$ cat src/rtl/ysyx_22040759_lsu_mmio.sv
// LSU memory-mapped front end: routes one LSU access at a time either to the
// local CLINT (single-cycle, combinational read) or out to the AXI bridge.
module ysyx_22040759_lsu_mmio #(
  parameter logic [31:0] CLINT_BASE = 32'h0200_0000,
  parameter logic [31:0] CLINT_MASK = 32'hFFFF_0000
) (
  input  logic        clk,
  input  logic        rst,
  input  logic        lsu_req_valid,
  output logic        lsu_req_ready,
  input  logic        lsu_req_wen,
  input  logic [31:0] lsu_req_addr,
  input  logic [63:0] lsu_req_wdata,
  input  logic [7:0]  lsu_req_wstrb,
  input  logic [1:0]  lsu_req_size,
  output logic        lsu_rsp_valid,
  output logic [63:0] lsu_rsp_rdata,
  output logic        lsu_rsp_err,
  output logic        clint_wen,
  output logic [31:0] clint_addr,
  output logic [63:0] clint_wdata,
  input  logic [63:0] clint_rdata,
  output logic        bus_req_valid,
  input  logic        bus_req_ready,
  output logic        bus_req_wen,
  output logic [31:0] bus_req_addr,
  output logic [63:0] bus_req_wdata,
  output logic [7:0]  bus_req_wstrb,
  output logic [1:0]  bus_req_size,
  input  logic        bus_rsp_valid,
  input  logic [63:0] bus_rsp_rdata,
  input  logic        bus_rsp_err
);

  typedef enum logic [2:0] {IDLE, CLINT, BUS_REQ, BUS_RSP, RSP} state_t;

  state_t      state, state_nxt;
  logic        rdy_en;
  logic        wen_q;
  logic [31:0] addr_q;
  logic [63:0] wdata_q;
  logic [7:0]  wstrb_q;
  logic [1:0]  size_q;
  logic [63:0] rdata_q;
  logic        err_q;

  logic accept, misalign, clint_hit, req_bad;

  always_comb begin
    misalign = 1'b0;
    case (lsu_req_size)
      2'd1:    misalign = lsu_req_addr[0];
      2'd2:    misalign = |lsu_req_addr[1:0];
      2'd3:    misalign = |lsu_req_addr[2:0];
      default: misalign = 1'b0;
    endcase
  end

  assign clint_hit = (lsu_req_addr & CLINT_MASK) == CLINT_BASE;
  assign req_bad   = misalign | (clint_hit & lsu_req_wen & (lsu_req_size != 2'd3));
  assign accept    = lsu_req_valid & lsu_req_ready;

  always_comb begin
    state_nxt     = state;
    lsu_req_ready = 1'b0;
    lsu_rsp_valid = 1'b0;
    lsu_rsp_rdata = 64'd0;
    lsu_rsp_err   = 1'b0;
    clint_wen     = 1'b0;
    clint_addr    = 32'd0;
    clint_wdata   = 64'd0;
    bus_req_valid = 1'b0;
    bus_req_wen   = 1'b0;
    bus_req_addr  = 32'd0;
    bus_req_wdata = 64'd0;
    bus_req_wstrb = 8'd0;
    bus_req_size  = 2'd0;
    case (state)
      IDLE: begin
        lsu_req_ready = rdy_en;
        // Rejected requests also pass through CLINT so that errors answer at
        // the same N+2 latency as a CLINT hit; err_q silences the CLINT port.
        if (accept) state_nxt = (clint_hit | req_bad) ? CLINT : BUS_REQ;
      end
      CLINT: begin
        if (!err_q) begin
          clint_wen   = wen_q;
          clint_addr  = addr_q;
          clint_wdata = wdata_q;
        end
        state_nxt = RSP;
      end
      BUS_REQ: begin
        bus_req_valid = 1'b1;
        bus_req_wen   = wen_q;
        bus_req_addr  = addr_q;
        bus_req_wdata = wdata_q;
        bus_req_wstrb = wstrb_q;
        bus_req_size  = size_q;
        if (bus_req_ready) state_nxt = BUS_RSP;
      end
      BUS_RSP: if (bus_rsp_valid) state_nxt = RSP;
      RSP: begin
        lsu_rsp_valid = 1'b1;
        lsu_rsp_rdata = rdata_q;
        lsu_rsp_err   = err_q;
        state_nxt     = IDLE;
      end
      default: state_nxt = IDLE;
    endcase
  end

  always_ff @(posedge clk or negedge rst) begin
    if (!rst) begin
      state   <= IDLE;
      rdy_en  <= 1'b0;
      wen_q   <= 1'b0;
      addr_q  <= 32'd0;
      wdata_q <= 64'd0;
      wstrb_q <= 8'd0;
      size_q  <= 2'd0;
      rdata_q <= 64'd0;
      err_q   <= 1'b0;
    end else begin
      state  <= state_nxt;
      rdy_en <= 1'b1;
      case (state)
        IDLE: if (accept) begin
          wen_q   <= lsu_req_wen;
          addr_q  <= lsu_req_addr;
          wdata_q <= lsu_req_wdata;
          wstrb_q <= lsu_req_wstrb;
          size_q  <= lsu_req_size;
          rdata_q <= 64'd0;
          err_q   <= req_bad;
        end
        CLINT: if (!err_q) rdata_q <= wen_q ? 64'd0 : clint_rdata;
        BUS_RSP: if (bus_rsp_valid) begin
          rdata_q <= wen_q ? 64'd0 : bus_rsp_rdata;
          err_q   <= bus_rsp_err;
        end
        default: ;
      endcase
    end
  end

endmodule

$ cat config.mk
export PLATFORM = sky130hd
export DESIGN_NAME = ysyx_22040759_lsu_mmio
export DESIGN_NICKNAME = d
export VERILOG_FILES = /design/src/rtl/ysyx_22040759_lsu_mmio.sv
export SDC_FILE = /design/constraint.sdc
export NUM_CORES = 1
export LEC_CHECK = 0
export CAP_MARGIN = 20
export CELL_PAD_IN_SITES_DETAIL_PLACEMENT = 0
export CELL_PAD_IN_SITES_GLOBAL_PLACEMENT = 1
export CORE_AREA = 2 2 200 202
export DETAILED_ROUTE_END_ITERATION = 10
export DIE_AREA = 0 0 202 204
export PLACE_DENSITY = 0.8
export SETUP_SLACK_MARGIN = 0.3
export SKIP_LAST_GASP = 1
export SYNTH_ARGS = -nofsm -noshare
export SYNTH_HDL_FRONTEND = slang
export SYNTH_SLANG_ARGS = --single-unit
$ cat constraint.sdc
create_clock -name clk -period 1.8 [get_ports clk]
set_input_delay 0.45 -clock clk [delete_from_list [all_inputs] [get_ports clk]]
set_output_delay 0.45 -clock clk [all_outputs]
set_load 0.02 [all_outputs]
==> results.md <==
- Fmax: 393 MHz
- Most common cell after layout, fill and taps aside: clkdlybuf4s50_1
- Worst-Margin Slew: 717 ps
- Violated checks: setup timing
- Most frequent cells in the layout: clkdlybuf4s50_1, dfrtp_1, and2_4
- Global route total overflow: 0
- Syn Nets: 1098
- # rows: 73
- Asr flop ratio synth: 1.00
- #FFs+latches synth: 176
- Share of cells above drive strength 1: 0.582
- Yosys warns: 0
- Synth Area per Inst: 11.5 um^2
- Worst hold start: rdata_q[4]$_DFFE_PN0P_
- Final setup vio count: 445
- DR iter-0 viols: 425
- CP startpoint kind: flip-flop
- Worst r2r src: state[2]$_DFFE_PN0P_
- Nets: 1702
- Worst path slowest cell: dfrtp_2
- Drt pass-1 iters: 5
- Main synth FF type: dfrtp_1
- Global-route wire length before repair: 55400 um
- CP required: 1350 ps
- Sw Share: 0.378
- CORE AREA: 39200 um^2
- Critical Path Source: state[2]$_DFFE_PN0P_
- Vias per cell: 4.39
- Total die area: 41200 um^2
- Number of flops mapped to enable cells by yosys: 0
- CP Data Arrival Time: 2090 ps
- DRC viols: 0
- GP Congestion: 0.783
- Status: complete, but fails checks
- Port-buffer cells: 512
- CP Buf/Inv Count: 3
- Width of the die: 202 um
- Cell area after synthesis: 9860 um^2
- Register area share after synthesis: 0.447
- Delay-heaviest family, CP: buffers and inverters
- Clock skew: 10.4 ps
- Initial antenna violation count: 2
- Worst-path maximum fanout: 8
- Clock Tree Root: clkbuf_16
- Worst hold path class: reg2reg
- Clock Sinks: 176
- Total track usage: 0.176
- CTS Buf Count: 17
- Hold Vio Cnt, Final: 0
- Fin crit period: 2540 ps
- Internal: 15.5 mW
- Post-synth cell types: 39
- Total power: 24.8 mW
- Filler instances: 3628
- Critical path endpoint category: primary output
- Area grow syn2layout: 80.4%
- Detailed-route via count: 8775
- Clk slew on worst S/H paths: 70 ps
- WL per Instance: 19.4 um
- RSZ-0062 raised after global routing: yes
- Final Max Slew Viols: 0
- Pre-CTS WS: -667 ps
- Clock Power Share: 0.145
- Comb pwr share: 0.569
- Gate count of the mapped netlist: 857
- Largest net degree at the start of global routing: 65
- Register share of total power: 0.286
- Clk_lat worst skew: 440 ps
- IO Pins: 513
- Vias in the first global route: 9245
- Final antenna-violating net count: 0
- Leak: 8.38 nW
- HPWL after DPL: 26900 um
- H-tree Lvls: 4
- Crit-path max cell delay: 440 ps
- Die height: 204 um
- Slew headroom: 0.522
- Final WS setup: -742 ps
- Worst-path cell chain: nor3b_4 > and2b_2 > buf_12 > buf_4 > and2_4 > clkdlybuf4s15_2
- Critical path class: reg2out
- Initial Util: 0.252
- Routed WL: 38700 um
- Max-cap violations: 0
- Power density over the cells: 1400 nW/um^2
- Period utilization: 1.41
- Clock buffer depth: 2
- TritonCTS clock tree: done
- Psw: 9.38 mW
- Peak supply drop: 0.712 mV
==> final timing paths <==
| check | slack, ps | end | depth (start not counted) |
|---|---|---|---|
| hold / removal | 490 | rdata_q[4]$_DFFE_PN0P_ | 1 |
| max in group asynchronous | 710 | wdata_q[60]$_DFFE_PN0P_ | 3 |
| setup / recovery | -740 | clint_addr[7] | 6 |
| hold reg to reg | 490 | rdata_q[4]$_DFFE_PN0P_ | 1 |
| min in group asynchronous | 520 | wdata_q[38]$_DFFE_PN0P_ | 2 |
| setup reg to reg | -390 | addr_q[14]$_DFFE_PN0P_ | 10 |
==> metal layers <==
metal  global-route usage  share of wire
met1                0.208           0.41
met2                0.311           0.50
met3               0.0568          0.079
met4               0.0402         0.0094
met5                    0        0.00031
==> state kept, by name (all words and copies together), names as in the netlist <==
name,flops
rdata_q,64
rdy_en,1
err_q,1
wdata_q,64
addr_q,32
state,3
wen_q,1
wstrb_q,8
size_q,2
==> per-stage QoR <==
stage	std cells	utilization	hold slack, ps	area (um^2)	setup TNS (ps)
2_1_floorplan	857	-	154	10500	-812
3_3_place_gp	1898	0.420	422	16400	-197440
3_5_place_dp	1898	0.420	423	16400	-204500
4_1_cts	1959	0.444	492	17400	-223840
5_1_grt	2000	0.454	524	17800	-263280
6_report	2000	0.454	490	17800	-228410
==> power by group through the flow <==
stage | Combinational [mW] | Clock (mW) | Sequential, mW
after floorplan | 7.99 | 0 | 6.32
after global placement | 12.2 | 0 | 7.11
after detailed placement | 12.4 | 0 | 7.05
after CTS | 12.8 | 3.71 | 7.07
after global routing | 14.9 | 3.90 | 7.29
final | 14.1 | 3.59 | 7.10
==> repair_timing <==
item,4_1_cts,5_1_grt
endpoints found under the setup margin,445,446
cloned,8,9
setup buffers,20,31
pin swaps,14,39
hold buffers,1,0
endpoints found under the hold margin,30,0
gates resized for setup,717,494
==> synth_stat cells, types with 4 or more instances <==
library cell | count | area (um^2)
dfrtp_1 | 176 | 4400
clkbuf_2 | 5 | 25.0
buf_2 | 10 | 50.1
mux2_4 | 96 | 1440
buf_4 | 7 | 52.6
o21ai_0 | 4 | 20.0
nor2_1 | 64 | 240
clkbuf_1 | 26 | 97.6
nand2_1 | 7 | 26.3
buf_6 | 22 | 248
mux2_2 | 71 | 800
a22oi_1 | 64 | 480
and2_1 | 269 | 1680
==> area by class of cell <==
cell class                 count  area (um^2)  area share
sequential                   176         4410       0.248
clock buffer                  19          443      0.0249
tap                          525          657      0.0369
antenna                        1         2.50    0.000141
inverter                       2         7.51    0.000422
clock inverter                13          118     0.00662
multi-input combinational    608         5500       0.309
timing repair buffer         656         6650       0.374
==> kinds of logic after synthesis <==
| kind of cell | Yosys count | share of synthesized area |
|---|---|---|
| buffers and inverters | 73 | 0.0491 |
| other | 1 | 0.000380 |
| and+or+nand+nor | 359 | 0.214 |
| AOI/OAI and AO/OA | 77 | 0.0576 |
| DFF | 176 | 0.447 |
| muxes | 171 | 0.232 |
(Power assumes the default switching activity.)
